[src/rtl/sprite_rom_arbiter.sv]
// Round-robin arbiter sharing one sprite ROM among NREQ requesters, with a
// tagged return pipeline and a per-frame conflict counter.
module sprite_rom_arbiter #(
  parameter int              NREQ    = 8,
  parameter int              AW      = 12,
  parameter int              DW      = 8,
  parameter int              ROM_LAT = 1,
  parameter logic [DW-1:0]   TRANSP  = 8'hE3
) (
  input  logic                     clk,
  input  logic                     rst,
  input  logic                     enb,
  input  logic                     frame_start,
  input  logic [NREQ-1:0]          req,
  input  logic [NREQ*AW-1:0]       addr_in,
  output logic [AW-1:0]            rom_addr,
  output logic                     rom_rden,
  input  logic [DW-1:0]            rom_q,
  output logic [NREQ-1:0]          gnt,
  output logic                     rd_valid,
  output logic [$clog2(NREQ)-1:0]  rd_tag,
  output logic [DW-1:0]            rd_data,
  output logic                     rd_opaque,
  output logic [15:0]              conflict_cnt
);

  localparam int TW = $clog2(NREQ);

  logic [TW-1:0]   ptr;
  logic [TW-1:0]   scan;
  logic [TW-1:0]   win_idx;
  logic [TW-1:0]   ptr_next;
  logic            win_found;
  logic            grant;
  logic [NREQ-1:0] win_onehot;
  logic            multi_req;

  logic            pipe_vld [0:ROM_LAT];
  logic [TW-1:0]   pipe_tag [0:ROM_LAT];

  // Scan from ptr upward, wrapping, and take the first requester found.
  always_comb begin
    win_found  = 1'b0;
    win_idx    = '0;
    scan       = '0;
    win_onehot = '0;
    for (int i = 0; i < NREQ; i++) begin
      scan = TW'((int'(ptr) + i) % NREQ);
      if (!win_found && req[scan]) begin
        win_found = 1'b1;
        win_idx   = scan;
      end
    end
    win_onehot[win_idx] = win_found;
    ptr_next = TW'((int'(win_idx) + 1) % NREQ);
  end

  assign grant     = enb && win_found;
  assign multi_req = |(req & (req - NREQ'(1)));
  assign rd_opaque = rd_valid && (rd_data != TRANSP);

  always_ff @(posedge clk or posedge rst) begin
    if (rst) begin
      gnt      <= '0;
      rom_rden <= 1'b0;
      rom_addr <= '0;
      ptr      <= '0;
    end else begin
      if (grant) begin
        gnt      <= win_onehot;
        rom_rden <= 1'b1;
        rom_addr <= addr_in[win_idx*AW +: AW];
        ptr      <= ptr_next;
      end else begin
        gnt      <= '0;
        rom_rden <= 1'b0;
      end
      // Frame start re-centres priority on requester 0 after this cycle's arbitration.
      if (frame_start) begin
        ptr <= '0;
      end
    end
  end

  always_ff @(posedge clk or posedge rst) begin
    if (rst) begin
      for (int i = 0; i <= ROM_LAT; i++) begin
        pipe_vld[i] <= 1'b0;
        pipe_tag[i] <= '0;
      end
      rd_valid <= 1'b0;
      rd_tag   <= '0;
      rd_data  <= '0;
    end else begin
      pipe_vld[0] <= grant;
      pipe_tag[0] <= win_idx;
      for (int i = 1; i <= ROM_LAT; i++) begin
        pipe_vld[i] <= pipe_vld[i-1];
        pipe_tag[i] <= pipe_tag[i-1];
      end
      // The last stage lines up with the cycle the ROM presents that read's data.
      rd_valid <= pipe_vld[ROM_LAT];
      if (pipe_vld[ROM_LAT]) begin
        rd_tag  <= pipe_tag[ROM_LAT];
        rd_data <= rom_q;
      end
    end
  end

  always_ff @(posedge clk or posedge rst) begin
    if (rst) begin
      conflict_cnt <= '0;
    end else if (frame_start) begin
      conflict_cnt <= multi_req ? 16'd1 : 16'd0;
    end else if (multi_req && (conflict_cnt != 16'hFFFF)) begin
      conflict_cnt <= conflict_cnt + 16'd1;
    end
  end

endmodule

[config.mk]
export PLATFORM = sky130hd
export DESIGN_NAME = sprite_rom_arbiter
export DESIGN_NICKNAME = d
export VERILOG_FILES = /design/src/rtl/sprite_rom_arbiter.sv
export SDC_FILE = /design/constraint.sdc
export NUM_CORES = 1
export LEC_CHECK = 0
export ABC_AREA = 1
export CORE_MARGIN = 2
export CORE_UTILIZATION = 44
export DETAILED_ROUTE_END_ITERATION = 6
export PLACE_DENSITY = 0.79
export SLEW_MARGIN = 10
export SYNTH_ARGS = -nofsm -noshare
export SYNTH_HDL_FRONTEND = slang
export SYNTH_SLANG_ARGS = --single-unit
[constraint.sdc]
create_clock -name clk -period 3.8 [get_ports clk]
set_input_delay 0.76 -clock clk [delete_from_list [all_inputs] [get_ports clk]]
set_output_delay 0.76 -clock clk [all_outputs]
set_load 0.01 [all_outputs]
==> metrics <==
ratio of cells with drive above 1 in the final layout 0.0835; hold violation total from the final report 0; post-detail-place hpwl around 9600 um; DIE HEIGHT 102 um; CTS Hold Buffers Added 0; worst supply voltage drop on vdd 726 uV; count of non-filler cells in the finished layout roughly 920; timing-limited maximum frequency 287 MHz; number of H-tree levels 3; setup violation total in the final timing report 0; clock-pin slew of the registers on the worst-case setup and hold paths 70 ps; setup repair after global routing missed its margin false; Global Route met3 Usage 0.0414; type of the tightest min-delay check register to register; clock period minus worst slack approximately 3500 ps; overall die area 10300 sq um; Area Overhead vs Synth 45.9%; Synth Warn # 0; antenna violations before repair 0; transition time at the pin with the least slew margin 570 ps; overall track demand over capacity in global routing 0.229; Die Span X 102 um; Worst-Skew Late Latency around 330 ps; number of cell rows 35; cell area after placement 5880 sq um; crit start category register; TritonRoute pass-1 iters 5; most crowded layer after global routing met2; commonest non-fill, non-tap cell in the layout sky130_fd_sc_hd__nand2_1; Post-Place Setup Slack roughly 290 ps; Setup TNS Final 0 ps; Antenna Diode Count 0; maximum fanout along the worst path 36; Global Route met1 Usage 0.311; count of final max-slew check failures 0; vias in the first global route 4164; overflow left after global routing 0; met2 capacity usage during global routing 0.374; Power Dens Cells 788 nW/um^2; post-CTS sizing 0; Placed Cells incl. Taps 903; critical path cell sequence inv_2 -> ha_1 -> inv_1 -> nand3_1 -> nand3_1 -> nand2_2 -> nor2_4 -> nand4_4 -> nor2_4 -> nand3_1 -> nand3_4 -> buf_4 -> nand3_1 -> nand2_1 -> nand2_1 -> nand3_1 -> nor2_1 -> nor2_1; cell family with the largest share of critical-path delay simple AND/OR/NAND/NOR gates; Crit Path Category register to register; weighted congestion at the end of routability-driven global placement 0.926; final cell area excluding filler cells 6100 sq um; Longest Clk Path Bufs 2; iteration-0 DRC count of the detailed router 194; postcts setup bufs 0; slowest CP cell sky130_fd_sc_hd__dfrtp_1; Synth Area per Inst 6.71 sq um; gate count of the mapped netlist 623; CP Data Arrival Time 3740 ps; via count 4577; first-pass GRT wire length roughly 19000 um; port bufs 165; count of boundary I/O pins 166; final layout net count 905; clock tree from TritonCTS built; maximum number of pins on one net before global-route repair 52; Static Leak 2.89 nW; TritonCTS Sinks 59; core box area ~9000 sq um; number of buffers and inverters on the critical path 3; post-synthesis cell area 4180 sq um; maxcap violations 0; Clock Tree Root sky130_fd_sc_hd__clkbuf_8; residual DRC count 0; sequential-to-total area share from yosys stat 0.353; total wirelength of the detailed-routed design 12200 um; max_slew headroom 0.620; Synthesized Nets roughly 740; required time worst endpoint 4060 ps; most used cells in the layout excluding fill and tap cells sky130_fd_sc_hd__nand2_1, sky130_fd_sc_hd__clkdlybuf4s50_1, sky130_fd_sc_hd__nand3_1, sky130_fd_sc_hd__nor2_1, sky130_fd_sc_hd__dfrtp_1; longest individual stage delay on the worst path 530 ps; outcome finished, final reports clean; Layout Skew between 8 and 9 ps; effective utilization at floorplan 0.453; capturing element type of the critical path register; library cells used by synthesis 36; worst slack on hold paths 357 ps; share of the clock period used by the worst path after layout 0.915; minimum setup slack in the final design 321 ps; critical path's most frequent cell sky130_fd_sc_hd__nand3_1; cts bufs inserted 9; Routed Antenna Nets 0; WL per Instance 13.2 um; mean number of vias per cell 4.98; flops & latches, synth 59
## power by group
| group | leakage, nW | internal, mW | switching, mW |
|---|---|---|---|
| logic | 2.04 | 1.21 | 2.09 |
| clock network | 0.101 | 0.366 | 0.252 |
| registers | 0.749 | 0.797 | 0.101 |
## sequential cells by signal (all words and copies together) (netlist names)
name / flops
pipe_vld: 2
rd_data: 8
gnt: 8
pipe_tag: 6
rd_valid: 1
rd_tag: 3
rom_addr: 12
conflict_cnt: 16
ptr: 3
## final timing paths
kind	from	cells past startpoint	slack [ps]	to
setup / recovery	ptr[1]	18	320	rom_addr[2]
hold / removal	pipe_tag[4]	0	360	pipe_tag[1]
setup reg to reg	ptr[1]	18	320	rom_addr[2]
hold reg to reg	pipe_tag[4]	0	360	pipe_tag[1]
max in group asynchronous	rst	3	2340	pipe_tag[5]
min in group asynchronous	rst	2	810	conflict_cnt[6]
## stage by stage
stage | util | power, mW
after CTS | 0.660 | 4.81
after global placement | 0.637 | 4.16
final | 0.661 | 4.81
after detailed placement | 0.637 | 4.18
after floorplan | - | 3.40
after global routing | 0.661 | 5.27
## synthesized netlist by cell type
master | n | area, sq um
sky130_fd_sc_hd__or2_2 | 1 | 6.26
sky130_fd_sc_hd__buf_2 | 5 | 25.0
sky130_fd_sc_hd__nand2_1 | 238 | 893
sky130_fd_sc_hd__clkbuf_1 | 6 | 22.5
sky130_fd_sc_hd__o22ai_1 | 1 | 6.26
sky130_fd_sc_hd__xnor2_1 | 2 | 17.5
sky130_fd_sc_hd__nand3_4 | 1 | 17.5
sky130_fd_sc_hd__buf_12 | 1 | 20.0
sky130_fd_sc_hd__ha_1 | 4 | 50.1
sky130_fd_sc_hd__nand2_8 | 1 | 20.0
sky130_fd_sc_hd__inv_1 | 42 | 158
sky130_fd_sc_hd__nand4_4 | 1 | 21.3
sky130_fd_sc_hd__o211ai_1 | 3 | 22.5
sky130_fd_sc_hd__o21bai_1 | 1 | 7.51
sky130_fd_sc_hd__dfrtp_1 | 59 | 1480
sky130_fd_sc_hd__xor2_1 | 2 | 17.5
sky130_fd_sc_hd__o21a_1 | 4 | 30.0
sky130_fd_sc_hd__nand4_1 | 11 | 68.8
sky130_fd_sc_hd__nor2_4 | 3 | 33.8
sky130_fd_sc_hd__nor2_1 | 66 | 248
sky130_fd_sc_hd__maj3_1 | 1 | 10.0
sky130_fd_sc_hd__buf_6 | 8 | 90.1
sky130_fd_sc_hd__inv_2 | 4 | 15.0
sky130_fd_sc_hd__nand3_1 | 86 | 430
sky130_fd_sc_hd__o21ai_0 | 17 | 85.1
sky130_fd_sc_hd__xnor2_2 | 1 | 16.3
sky130_fd_sc_hd__nor2_2 | 4 | 25.0
sky130_fd_sc_hd__inv_6 | 1 | 8.76
sky130_fd_sc_hd__nor4_1 | 3 | 18.8
sky130_fd_sc_hd__nand2_2 | 11 | 68.8
sky130_fd_sc_hd__buf_4 | 5 | 37.5
sky130_fd_sc_hd__nor3_1 | 7 | 35.0
sky130_fd_sc_hd__nand3_2 | 2 | 20.0
sky130_fd_sc_hd__mux2_2 | 8 | 90.1
sky130_fd_sc_hd__nand3b_1 | 2 | 15.0
sky130_fd_sc_hd__a21oi_1 | 11 | 55.1
## routing by layer
layer / wire, um / part of all wire
met1: 5350 / 0.44
met2: 5880 / 0.48
met3: 638 / 0.053
met4: 287 / 0.024
met5: 0 / 0
## cells by family (layout without fill, tap and decap cells)
group | count (synthesis) | count (layout) | synth area share
AO/OA/AOI/OAI | 37 | 37 | 0.0494
multiplexers | 8 | 8 | 0.0215
AND/OR/NAND/NOR | 437 | 437 | 0.459
flip-flops | 59 | 59 | 0.353
buffers and inverters | 72 | 239 | 0.0900
adder cells (fa/ha/maj) | 5 | 5 | 0.0144
XOR/XNOR | 5 | 5 | 0.0123
## layout make-up
| class | instances | area (sq um) |
|---|---|---|
| Tap cell | 129 | 161 |
| Clock buffer | 9 | 124 |
| Clock inverter | 7 | 92.6 |
| Timing Repair Buffer | 176 | 1740 |
| Multi-Input combinational cell | 492 | 2330 |
| Sequential cell | 59 | 1480 |
| Inverter | 47 | 181 |
| Fill cell | 785 | 3140 |
No activity file was read; power rests on OpenSTA's default activity.
